[config.mk]
export PLATFORM = sky130hd
export DESIGN_NAME = dmux8_way
export DESIGN_NICKNAME = d
export VERILOG_FILES = /design/src/rtl/dmux8_way_pkg.sv /design/src/rtl/dmux8_way_dmux4.sv /design/src/rtl/dmux8_way.sv
export SDC_FILE = /design/constraint.sdc
export NUM_CORES = 1
export LEC_CHECK = 0
export ABC_AREA = 1
export CAP_MARGIN = 10
export CORE_AREA = 4 4 41 43
export DETAILED_ROUTE_END_ITERATION = 8
export DIE_AREA = 0 0 45 47
export DONT_BUFFER_PORTS = 1
export SYNTH_ARGS = -nofsm -noshare
export SYNTH_HDL_FRONTEND = slang
export SYNTH_SLANG_ARGS = --single-unit
[constraint.sdc]
create_clock -name clk -period 1.23 [get_ports clk]
set_clock_uncertainty 0.05 [all_clocks]
set_input_delay 0.123 -clock clk [delete_from_list [all_inputs] [get_ports clk]]
set_output_delay 0.123 -clock clk [all_outputs]
set_load 0.01 [all_outputs]
[src/rtl/dmux8_way_pkg.sv]
// Shared select-code constants and select types for the 8-way demultiplexer.
package dmux8_way_pkg;
  typedef logic [2:0] sel_t;
  typedef logic [1:0] sub_sel_t;

  localparam int NUM_OUT = 8;

  localparam sel_t SEL_A = 3'd0;
  localparam sel_t SEL_B = 3'd1;
  localparam sel_t SEL_C = 3'd2;
  localparam sel_t SEL_D = 3'd3;
  localparam sel_t SEL_E = 3'd4;
  localparam sel_t SEL_F = 3'd5;
  localparam sel_t SEL_G = 3'd6;
  localparam sel_t SEL_H = 3'd7;
endpackage

[src/rtl/dmux8_way_dmux4.sv]
// 4-way demultiplexer: routes in to one of a..d, others held at zero.
module dmux4_way
  import dmux8_way_pkg::*;
#(
  parameter int WIDTH = 1
) (
  input  logic [WIDTH-1:0] in,
  input  sub_sel_t         sel,
  output logic [WIDTH-1:0] a,
  output logic [WIDTH-1:0] b,
  output logic [WIDTH-1:0] c,
  output logic [WIDTH-1:0] d
);
  always_comb begin
    a = '0;
    b = '0;
    c = '0;
    d = '0;
    case (sel)
      2'd0: a = in;
      2'd1: b = in;
      2'd2: c = in;
      2'd3: d = in;
    endcase
  end
endmodule

[src/rtl/dmux8_way.sv]
// 8-way demultiplexer built from a sel[2] group split feeding two 4-way
// demuxes, with an optional output register stage.
module dmux8_way
  import dmux8_way_pkg::*;
#(
  parameter int WIDTH   = 1,
  parameter bit REG_OUT = 1'b1
) (
  input  logic             clk,
  input  logic             rst_n,
  input  logic [WIDTH-1:0] in,
  input  sel_t             sel,
  output logic [WIDTH-1:0] a,
  output logic [WIDTH-1:0] b,
  output logic [WIDTH-1:0] c,
  output logic [WIDTH-1:0] d,
  output logic [WIDTH-1:0] e,
  output logic [WIDTH-1:0] f,
  output logic [WIDTH-1:0] g,
  output logic [WIDTH-1:0] h
);
  logic [WIDTH-1:0] in_lo, in_hi;
  logic [NUM_OUT-1:0][WIDTH-1:0] route, out_q;

  // Unselected group sees zero data, so its outputs are zero without X leakage.
  assign in_lo = sel[2] ? '0 : in;
  assign in_hi = sel[2] ? in : '0;

  dmux4_way #(.WIDTH(WIDTH)) u_lo (
    .in (in_lo),
    .sel(sel[1:0]),
    .a  (route[SEL_A]),
    .b  (route[SEL_B]),
    .c  (route[SEL_C]),
    .d  (route[SEL_D])
  );

  dmux4_way #(.WIDTH(WIDTH)) u_hi (
    .in (in_hi),
    .sel(sel[1:0]),
    .a  (route[SEL_E]),
    .b  (route[SEL_F]),
    .c  (route[SEL_G]),
    .d  (route[SEL_H])
  );

  generate
    if (REG_OUT) begin : g_reg
      always_ff @(posedge clk or negedge rst_n) begin
        if (!rst_n) out_q <= '0;
        else        out_q <= route;
      end
    end else begin : g_comb
      logic unused_clk_rst;
      assign unused_clk_rst = clk ^ rst_n;
      assign out_q = route;
    end
  endgenerate

  assign a = out_q[SEL_A];
  assign b = out_q[SEL_B];
  assign c = out_q[SEL_C];
  assign d = out_q[SEL_D];
  assign e = out_q[SEL_E];
  assign f = out_q[SEL_F];
  assign g = out_q[SEL_G];
  assign h = out_q[SEL_H];
endmodule

==> flow_summary.yaml <==
sta:
  hold-worst-slack_ns: 0.0304
  rsz0062_at_grt: "no"
  period_share_pct: 67.0
  fmax_mhz: 1210
  setup_slack_ns: 0.406
  finalSetupViolCount: 0
  hold_violations: 0
  finalSetupTns_ns: 0
  tightest_slew_ns: 0.345
  timing.final.crit_period_ns: 0.824
  slew_viol_final: 0
  relSlewSlack_pct: 76.9
route:
  dr.pass1.iters: 1
  drcViolationCount: 0
  vias_per_cell: 3.70
  drtAntennaViolNets: 0
  drt_first_iter_violations: 0
  finalWirelength_microns: 452
  wire_per_inst_microns: 9.83
  vias: 170
worst_setup_path:
  cp.arrival_ns: 0.65
  crit_path_end_kind: "output pin"
  critPathRequiredTime_ns: 1.06
  critPathMaxFanout: 1
  crit_path_start_kind: "register"
  crit_type: "register to output pin"
die:
  fp.dieH_microns: 47
  fp.dieArea_sq_um: 2120
  start_util_pct: 20.3
  boundaryPins: 14
  core_sq_um: 1300
  fp-row-count: 13
  die_w_microns: 45
grt:
  grt_max_degree: 9
  grt_pass1_vias: 211
  grt_overflow: 0
  grt_pass1_wl_microns: 828
  track_usage_pct: 6.15
  antenna_found_initial: 0
clock_tree:
  cts_buffer_depth: 2
  clkTransAtPathRegs_ns: 0.05
  cts_setup_buffers: 0
  numCtsBuffers: 3
  numClockSinks: 8
  tritoncts: "done"
  cts_root_buf: "clkbuf_4"
  htree_levels: 1
  post_cts_resized: 0
layout:
  drive_gt1_share_pct: 9.68
  antenna_cells: 0
  areaGrowthSynthToFinish_pct: 27.0
  final_cell_mix: "nor2_1 (8), dfrtp_1 (8), nand2_1 (6)"
  nFillCells: 155
  final_cells: 46
  fin_nets: 39
  multi_input_area_sq_um: 52.6
  regArea_sq_um: 200
logic_synthesis:
  netlist_area_sq_um: 264
  ys_seq_elements: 8
  synthCells: 25
  syn-num-nets: 31
  ys_warn_count: 0
  ys_seq_area_share_pct: 75.8
  synth.distinct_cells: 4
  syn_avg_cell_area_sq_um: 10.6
pwr:
  power_leakage_nw: 0.177
  powerDensity_nw_per_um2: 1470
  ir_worst_vdd_v: 0.000369
  power.total_mw: 0.494
worst_hold_path:
  worstHoldPathType: "input pin to register"
job:
  max_cap_viol_count: 0
placed_design:
  place_ws_ns: 0.667
  port-buffer-count: 0
  dp_hpwl_microns: 394
  gp_congestion: 0.665
  dp_cells: 40
outcome:
  outcome: "finished clean"
## cells by family after synthesis
| kind of cell | after synthesis | synth area share, % |
|---|---|---|
| buffers and inverters | 3 | 4.27 |
| DFF | 8 | 75.8 |
| and+or+nand+nor | 14 | 19.9 |
## final cells by class
cell class / count / area share (%)
sequential: 8 / 59.7
multi-input combinational: 14 / 15.7
timing repair buffer: 3 / 8.96
clock buffer: 3 / 6.72
tap: 15 / 5.60
inverter: 3 / 3.36
## cells in the mapped netlist
cell     number  area share (%)
dfrtp_1       8              76
inv_1         3             4.3
nor2_1        8              11
nand2_1       6             8.5
## where the power goes
part           internal (mW)  leakage (nW)  switching (mW)
Clock                  0.111        0.0138          0.0790
Combinational         0.0109        0.0534          0.0168
Sequential             0.270         0.110         0.00621
Total                  0.392         0.177           0.102
## routing by layer
layer	vias to the layer above	part of all wire (%)	global-route usage, %
met1	74	34	6.10
met3	2	19	3.45
met2	10	46	7.63
met4	0	0.88	8.77
li1	84	-	-
met5	-	0	0
## per-stage QoR
stage / area, sq um / util (%)
2_1_floorplan: 264 / -
3_3_place_gp: 283 / 21.7
3_5_place_dp: 283 / 21.7
4_1_cts: 335 / 25.8
5_1_grt: 335 / 25.8
6_report: 335 / 25.8
## repair_timing
action	CTS	global route
hold buffers	3	0
hold endpoints to repair	16	0
setup endpoints to repair	0	0
## final timing paths
kind | start | to | slack, ns | cells after the start
setup / recovery | b | b | 0.41 | 0
hold / removal | sel[2] | g | 0.03 | 2
max in group asynchronous | rst_n | e | 0.71 | 1
min in group asynchronous | rst_n | b | 0.17 | 1
Note: power is estimated with default switching activity, not from simulation.
